$ cat src/rtl/pipe_hazard_ctrl_pkg.sv
// rtl/pipe_hazard_ctrl_pkg.sv - shared defaults, constants and types for the hazard controller
package pipe_hazard_ctrl_pkg;

  localparam int DEF_REG_W    = 5;
  localparam int DEF_RING_LEN = 5;
  localparam int DEF_MC_LAT   = 4;
  localparam int DEF_CNT_W    = 16;

  // Wide enough for the largest multicycle latency (255).
  localparam int MC_CNT_W = 8;

  // Register 0 is hardwired, so it never creates a dependency.
  localparam int ZERO_REG = 0;

  typedef enum logic [1:0] {
    HZ_NONE,
    HZ_DEP,
    HZ_MULTI
  } hz_kind_e;

endpackage

$ cat src/rtl/hazard_mc_counter.sv
// rtl/hazard_mc_counter.sv - EXE occupancy counter for multicycle ops, drives hold and busy
module hazard_mc_counter
  import pipe_hazard_ctrl_pkg::*;
#(
  parameter int MC_LAT = DEF_MC_LAT
) (
  input  logic clk,
  input  logic rst,
  input  logic start_req,
  output logic hold,
  output logic busy
);

  logic [MC_CNT_W-1:0] cnt_q;
  logic [MC_CNT_W-1:0] cnt_d;
  logic                start;

  // A new op is only accepted once the previous one has fully drained.
  always_comb begin
    start = start_req && (cnt_q == '0) && (MC_LAT > 1);
    cnt_d = cnt_q;
    if (start) begin
      cnt_d = MC_CNT_W'(MC_LAT - 1);
    end else if (cnt_q != '0) begin
      cnt_d = cnt_q - MC_CNT_W'(1);
    end
  end

  always_ff @(posedge clk) begin
    if (rst) begin
      cnt_q <= '0;
    end else begin
      cnt_q <= cnt_d;
    end
  end

  // The start cycle plus counts MC_LAT-1 down to 2 give MC_LAT-1 hold cycles.
  assign hold = start || (cnt_q > MC_CNT_W'(1));
  assign busy = (cnt_q != '0);

endmodule

$ cat src/rtl/pipe_hazard_ctrl.sv
// rtl/pipe_hazard_ctrl.sv - pipeline stall/flush generation for load-use, branch and multicycle hazards
module pipe_hazard_ctrl
  import pipe_hazard_ctrl_pkg::*;
#(
  parameter int REG_W    = DEF_REG_W,
  parameter int RING_LEN = DEF_RING_LEN,
  parameter int MC_LAT   = DEF_MC_LAT,
  parameter int CNT_W    = DEF_CNT_W
) (
  input  logic             CLOCK,
  input  logic             RESET,
  input  logic             Jump_IN,
  input  logic             Branch_IN,
  input  logic [REG_W-1:0] IDRegRS_IN,
  input  logic [REG_W-1:0] IDRegRT_IN,
  input  logic [REG_W-1:0] IDEXEWriteReg_IN,
  input  logic             IDEXEWriteEnable_IN,
  input  logic             IDEXEMemRead_IN,
  input  logic [REG_W-1:0] EXEMEMWriteReg_IN,
  input  logic             EXEMEMMemRead_IN,
  input  logic             MultiStart_IN,
  output logic             STALL_IFID,
  output logic             FLUSH_IFID,
  output logic             STALL_IDEXE,
  output logic             FLUSH_IDEXE,
  output logic             STALL_EXEMEM,
  output logic             FLUSH_EXEMEM,
  output logic             STALL_MEMWB,
  output logic             FLUSH_MEMWB,
  output logic             MultiBusy_OUT,
  output logic [CNT_W-1:0] HazardCount_OUT
);

  logic [RING_LEN-1:0] ring_q;
  logic [RING_LEN-1:0] ring_d;
  logic [CNT_W-1:0]    hz_cnt_q;
  logic [CNT_W-1:0]    hz_cnt_d;
  logic                lu;
  logic                br;
  logic                mh;
  logic                hz;
  hz_kind_e            kind;

  function automatic logic reg_match(input logic [REG_W-1:0] dst, input logic [REG_W-1:0] src);
    return (dst != REG_W'(ZERO_REG)) && (dst == src);
  endfunction

  hazard_mc_counter #(
    .MC_LAT (MC_LAT)
  ) u_mc_counter (
    .clk       (CLOCK),
    .rst       (RESET),
    .start_req (MultiStart_IN),
    .hold      (mh),
    .busy      (MultiBusy_OUT)
  );

  always_comb begin
    lu = IDEXEMemRead_IN &&
         (reg_match(IDEXEWriteReg_IN, IDRegRS_IN) || reg_match(IDEXEWriteReg_IN, IDRegRT_IN));
    br = (Branch_IN || Jump_IN) &&
         ((IDEXEWriteEnable_IN &&
           (reg_match(IDEXEWriteReg_IN, IDRegRS_IN) || reg_match(IDEXEWriteReg_IN, IDRegRT_IN))) ||
          (EXEMEMMemRead_IN &&
           (reg_match(EXEMEMWriteReg_IN, IDRegRS_IN) || reg_match(EXEMEMWriteReg_IN, IDRegRT_IN))));
    hz = mh || lu || br;

    if (mh) begin
      kind = HZ_MULTI;
    end else if (lu || br) begin
      kind = HZ_DEP;
    end else begin
      kind = HZ_NONE;
    end
  end

  // Off-slot fetch cycles stall IFID and bubble it, unless a hazard already holds the front end.
  always_comb begin
    STALL_IFID   = !ring_q[0];
    FLUSH_IFID   = !ring_q[0] && !hz;
    STALL_IDEXE  = 1'b0;
    FLUSH_IDEXE  = 1'b0;
    STALL_EXEMEM = 1'b0;
    FLUSH_EXEMEM = 1'b0;
    STALL_MEMWB  = 1'b0;
    FLUSH_MEMWB  = 1'b0;
    case (kind)
      HZ_MULTI: begin
        STALL_IFID   = 1'b1;
        STALL_IDEXE  = 1'b1;
        FLUSH_EXEMEM = 1'b1;
      end
      HZ_DEP: begin
        STALL_IFID  = 1'b1;
        FLUSH_IDEXE = 1'b1;
      end
      default: ;
    endcase
  end

  // Rotate-left works for RING_LEN=1 too: the shifted-out term is zero and the wrap term is the bit itself.
  always_comb begin
    ring_d   = (ring_q << 1) | (ring_q >> (RING_LEN - 1));
    hz_cnt_d = hz_cnt_q;
    if (hz && (hz_cnt_q != '1)) begin
      hz_cnt_d = hz_cnt_q + CNT_W'(1);
    end
  end

  always_ff @(posedge CLOCK) begin
    if (RESET) begin
      ring_q   <= RING_LEN'(1);
      hz_cnt_q <= '0;
    end else begin
      ring_q   <= ring_d;
      hz_cnt_q <= hz_cnt_d;
    end
  end

  assign HazardCount_OUT = hz_cnt_q;

endmodule

$ cat config.mk
export PLATFORM = sky130hd
export DESIGN_NAME = pipe_hazard_ctrl
export DESIGN_NICKNAME = d
export VERILOG_FILES = /design/src/rtl/pipe_hazard_ctrl_pkg.sv /design/src/rtl/hazard_mc_counter.sv /design/src/rtl/pipe_hazard_ctrl.sv
export SDC_FILE = /design/constraint.sdc
export NUM_CORES = 1
export LEC_CHECK = 0
export CAP_MARGIN = 20
export CORE_UTILIZATION = 40
export DETAILED_ROUTE_END_ITERATION = 7
export PLACE_DENSITY = 0.8
export REMOVE_ABC_BUFFERS = 1
export SLEW_MARGIN = 20
export SYNTH_ARGS = -nofsm -noshare
export SYNTH_HDL_FRONTEND = slang
export SYNTH_SLANG_ARGS = --single-unit
$ cat constraint.sdc
create_clock -name CLOCK -period 2.2 [get_ports CLOCK]
set_input_delay 0.33 -clock CLOCK [delete_from_list [all_inputs] [get_ports CLOCK]]
set_output_delay 0.33 -clock CLOCK [all_outputs]
set_load 0.02 [all_outputs]
Word level (Yosys, flattened, before mapping)
Index checks and enable logic that the tools add are counted.

storage, ports and cells
  output and inout port bits = 25
  bits in registers = 29
  input bits = 28

operators by class
  bitwise gates (word level) = 1
  magnitude comparators = 1
  add/sub/neg operators = 2
  muxes and demuxes = 7
  reductions and logical operators = 28
  eq/ne operators = 7

operator list
  cell                                                  count
  equality test 5 bit                                   4
  adder 16 x 1 -> 16 bit (second input constant)        1
  != test 16 bit (second input constant)                1
  logical AND 1 bit                                     11
  nonzero test 5 bit                                    2
  > comparator 8 x 1 -> 1 bit (second input constant)   1
  zero test 8 bit                                       1
  logical OR 1 bit                                      8
  nonzero test 8 bit                                    1
  subtractor 8 x 1 -> 8 bit (second input constant)     1
  2-to-1 mux 2 bit                                      3
  bitwise OR 5 x 1 -> 5 bit                             1
  2-to-1 mux 1 bit                                      4
  OR reduction 2 bit                                    2
  equality test 2 x 1 -> 1 bit (second input constant)  1
  equality test 2 bit (second input constant)           1
  zero test 1 bit                                       2
  nonzero test 2 bit                                    1

Logic depth before layout (Yosys ltp)
Gate-level depths: netlist of run 1.

  depth in word-level cells = 12
  depth in mapped cells = 10
  depth with buffers taken out = 8

By module
A second synthesis of run 1 with hierarchy kept.

second synthesis, totals
  cells, all modules = 208
  area total of the unflattened synthesis = 1,739.2 um^2

by module, submodules not included
  module             area each (um^2)  cells an instance  instances
  pipe_hazard_ctrl   1,298.7           158                1
  hazard_mc_counter  440.4             50                 1

Least setup slack after synthesis of run 1
No wires, ideal clock.

  kind = input to output
  start = input EXEMEMWriteReg_IN[1]
  end = output FLUSH_IFID
  cell stages on the path = 6
  data arrival time = 1.871 ns
  path buffers = 2
  slack = -0.001 ns
  cell sequence = or4_1 -> o221ai_1 -> o221a_1 -> buf_6 -> buf_2 -> nor2b_1

on the way
  word-level cells in the longest chain between the ends = 9
  elaborated cells on any way between the ends = 12
  those cells by class = 2 x eq/ne; 10 x reduce/logical

RTL lines
  element                                                    line                    RTL
  start: declaration                                         pipe_hazard_ctrl.sv:19  input logic [REG_W-1:0] EXEMEMWriteReg_IN,
  equality test 5 bit or nonzero test 5 bit (tied branches)  pipe_hazard_ctrl.sv:45  return (dst != REG_W'(ZERO_REG)) && (dst == src);
  logical AND 1 bit                                          pipe_hazard_ctrl.sv:45
  logical OR 1 bit (*)                                       pipe_hazard_ctrl.sv:65  (reg_match(EXEMEMWriteReg_IN, IDRegRS_IN) || reg_match(EXEMEMWriteReg_IN, IDRegRT_IN))));
  logical AND 1 bit (*)                                      pipe_hazard_ctrl.sv:64  (EXEMEMMemRead_IN &&
  logical OR 1 bit (*)                                       pipe_hazard_ctrl.sv:63  (reg_match(IDEXEWriteReg_IN, IDRegRS_IN) || reg_match(IDEXEWriteReg_IN, IDRegRT_IN))) ||
  logical AND 1 bit (*)                                      pipe_hazard_ctrl.sv:61  br = (Branch_IN || Jump_IN) &&
  logical OR 1 bit (*)                                       pipe_hazard_ctrl.sv:66  hz = mh || lu || br;
  zero test 1 bit (*)                                        pipe_hazard_ctrl.sv:80  FLUSH_IFID = !ring_q[0] && !hz;
  logical AND 1 bit (*)                                      pipe_hazard_ctrl.sv:80
  end: declaration                                           pipe_hazard_ctrl.sv:23  output logic FLUSH_IFID,

Mark *: on every way between the ends. The rest lies on a longest branch, timed or not.

Final worst setup path of run 1
  start = register u_mc_counter.cnt_q[4]
  end = output FLUSH_IFID

on the way
  word-level cells in the longest chain between the ends = 7
  elaborated cells on any way between the ends = 8
  those cells by class = 1 x order compare; 7 x reduce/logical

RTL lines
  element                                                              line                     RTL
  start: declaration                                                   hazard_mc_counter.sv:14  logic [MC_CNT_W-1:0] cnt_q;
  start signal: assignment                                             hazard_mc_counter.sv:33  cnt_q <= cnt_d;
  branches (longest 2 deep; another with > comparator 8 x 1 -> 1 bit)  n/a
  logical OR 1 bit (*)                                                 hazard_mc_counter.sv:38  assign hold = start || (cnt_q > MC_CNT_W'(1));
  logical OR 1 bit (*) (2 in series)                                   pipe_hazard_ctrl.sv:66
  zero test 1 bit (*)                                                  pipe_hazard_ctrl.sv:80
  logical AND 1 bit (*)                                                pipe_hazard_ctrl.sv:80

Every way passes the cells marked *.

==> key figures, run 1 <==
Status
  • Status: complete, but fails checks
  • Failing checks: setup timing

Pwr
  • Leak Pwr: 1.05 nW
  • Pwr/cell area: 907 mW/mm^2
  • IR drop worst, VDD: 543 uV

Route
  • DR pass1 iterations: 4
  • Metal-1 WL: 1.92 mm
  • Met3 WL post-DR: 307 um
  • Met2 Wirelength: 2.10 mm
  • Drt initial violations: 25
  • Wire per inst: 13.5 um
  • Antenna viol nets, final: 0
  • Wire length after detailed routing: 4.38 mm
  • Vias: 1678
  • DRC viols: 0
  • Top layer in use: met4
  • Routed vias/inst: 5.16

Global route
  • Largest net degree at the start of global routing: 32
  • Vias in the first global route: 1540
  • Total gr overflow: 0
  • Initial antenna violation count: 0
  • First-pass GRT wire length: 6.65 mm
  • Global Route Usage Sum: 0.198

Clock tree
  • Clk slew on worst S/H paths: 0.06 ns
  • CTS tree: done
  • Root Buffer: clkbuf_8
  • H-tree depth: 2
  • Post-CTS Hold Buffers: 0
  • Num CTS Buffers: 5
  • Worst skew pair latency: 0.28 ns
  • Clock buffer depth: 2
  • CTS Sinks: 29

Critical path
  • Crit. End Element: primary output
  • Worst EP arrival: 1.91 ns
  • FF-to-FF path depth: 6
  • Critical path peak fanout: 2
  • CP startpoint kind: flop
  • Critical path class: flop to primary output
  • CP required: 1.87 ns

Final layout
  • Fin area: 0.00261 mm^2
  • P&R area growth vs syn: 52.7%
  • Number of inserted diodes: 0
  • Nets: 305
  • Finished Layout Cells: 325
  • Fraction of layout instances using a drive strength above 1: 0.265

Die
  • Core area: 0.00406 mm^2
  • Row count: 23
  • Die H: 67.3 um
  • Initial Util: 0.421
  • # IOs: 53
  • DIE AREA: 0.00454 mm^2
  • Die width: 67.3 um

Run
  • Max Cap Viol: 0

Placement
  • Dpl cells: 314
  • PortBufs: 49
  • Placer Congestion: 0.778
  • Post-DP HPWL: 3.10 mm
  • Cell Area, Placed: 0.00236 mm^2
  • Place WS: -0.753 ns

STA
  • Setup Skew: 0.00562 ns
  • Final hold violations: 0
  • Min cycle time layout: 2.24 ns
  • RSZ-0062 raised after global routing: true
  • Setup TNS: -0.0372 ns
  • Fmax achieved: 447 MHz
  • Final Max Slew Viols: 0
  • Final worst slack: -0.0372 ns
  • Hold_ws: 0.407 ns
  • Setup-failing EPs final: 1
  • Post-route clock period utilization: 1.02

Yosys
  • Seq/Total Area, Yosys: 0.340
  • Mapped Area: 0.00171 mm^2
  • Syn Area/Cell: 8.45 um^2
  • Yosys reg bits: 29
  • Netlist cell types: 40
  • Yosys Warn Count: 0
  • Cells after Synth: 202

Worst hold path
  • Hold depth: 1
  • Hold Path Class: flop to flop
## timing repair
action                     4_1_cts  5_1_grt
pin swaps                       18       10
resized for setup               68       16
setup endpoints to repair       22       12
buffers inserted                 3        0
gates cloned                     0        0
## metrics by stage
stage               utilization  total power (W)
floorplan                     -          0.00128
global placement          0.582          0.00177
detailed placement        0.582          0.00181
CTS                       0.629          0.00235
global route              0.643          0.00252
finish                    0.643          0.00237
## synth_stat cells
master	count	area, um^2
dfxtp_1	29	581
nor2_1	22	82.6
xor2_1	21	184
a21oi_1	13	65.1
nand2_1	11	41.3
nor2b_1	10	62.6
or3_1	9	56.3
nor3_1	7	35.0
nand3_1	6	30.0
o21ai_0	6	30.0
o31ai_1	6	45.0
or4_1	6	45.0
inv_1	5	18.8
buf_4	4	30.0
mux2_2	4	45.0
nor3_2	4	40.0
clkbuf_1	3	11.3
ha_1	3	37.5
xnor2_1	3	26.3
a22oi_1	2	15.0
and3_1	2	12.5
and4_1	2	17.5
buf_2	2	10.0
buf_6	2	22.5
mux2_4	2	30.0
nand4_1	2	12.5
nor4_1	2	12.5
nor4b_1	2	17.5
a211oi_1	1	7.51
conb_1	1	3.75
mux2i_1	1	10.0
nand2b_1	1	6.26
nand3b_1	1	7.51
nor3b_1	1	7.51
o21a_1	1	7.51
o221a_1	1	11.3
o221ai_1	1	8.76
o22a_1	1	8.76
o22ai_1	1	6.26
or2_2	1	6.26
## layout by cell type (no fill, tap or decap), types with 4 or more instances in the layout
cell type | synthesis | routed
a21oi_1 | 13 | 10
buf_4 | 4 | 24
clkbuf_8 | 0 | 7
clkdlybuf4s50_1 | 0 | 21
dfxtp_1 | 29 | 27
dlygate4sd2_1 | 0 | 17
mux2_4 | 2 | 4
nand2_1 | 11 | 11
nand3_1 | 6 | 6
nor2_1 | 22 | 22
nor2b_1 | 10 | 10
nor3_1 | 7 | 4
nor3_2 | 4 | 6
o21ai_0 | 6 | 6
o31ai_1 | 6 | 6
or3_1 | 9 | 9
or4_4 | 0 | 5
xor2_1 | 21 | 21
## worst max-delay path: stages (launching register included)
cell and delay (ns):
dfxtp_1 0.32, nor4_1 0.39, and3_1 0.25, o221a_1 0.26, buf_6 0.14, nor2b_1 0.13
buf_4 0.15
## registers in the layout (all words and copies together) (netlist names)
register,flops
HazardCount_OUT,16
u_mc_counter.cnt_q,8
ring_q,5
## final cells by class
class                           count  area, um^2
Timing Repair Buffer               74         658
Inverter                            5        21.3
Fill cell                         332        1450
Clock buffer                        7        96.3
Multi-Input combinational cell    159        1180
Clock inverter                      1        5.00
Sequential cell                    29         583
Tap cell                           50        62.6
## cells by family (layout without fill, tap and decap cells)
family | count (synthesis) | count (layout) | share of synthesized area
AO/OA/AOI/OAI | 33 | 33 | 0.120
flip-flops | 29 | 29 | 0.340
other | 1 | 3 | 0.00220
buffers and inverters | 16 | 87 | 0.0542
multiplexers | 7 | 7 | 0.0498
XOR/XNOR | 24 | 24 | 0.123
AND/OR/NAND/NOR | 89 | 89 | 0.289
adder cells (fa/ha/maj) | 3 | 3 | 0.0220
## power by group
part           leakage [nW]  switching [W]  internal [W]
clock                0.0542       0.000197      0.000282
sequential            0.237      0.0000775      0.000621
combinational         0.755       0.000617      0.000571
total                  1.05       0.000892       0.00147
## final timing paths
path                    startpoint            endpoint  slack, ns
max reg2reg     HazardCount_OUT[2]  HazardCount_OUT[6]       0.11
min reg2reg              ring_q[4]           ring_q[0]       0.41
min                      ring_q[4]           ring_q[0]       0.41
max          u_mc_counter.cnt_q[4]          FLUSH_IFID      -0.04
## per-layer routing
layer | vias to the layer above | track usage
li1 | 851 | -
met1 | 777 | 0.225
met5 | - | 0
met3 | 5 | 0.0507
met4 | 0 | 0.0638
met2 | 45 | 0.356
Note: power is estimated with default switching activity, not from simulation.
==> inputs of run 2 (changes only) <==
HOLD_SLACK_MARGIN = 0.1   (was default)
==> results of run 2 <==
No change in the layout: final DEF, timing and power equal those of run 1.
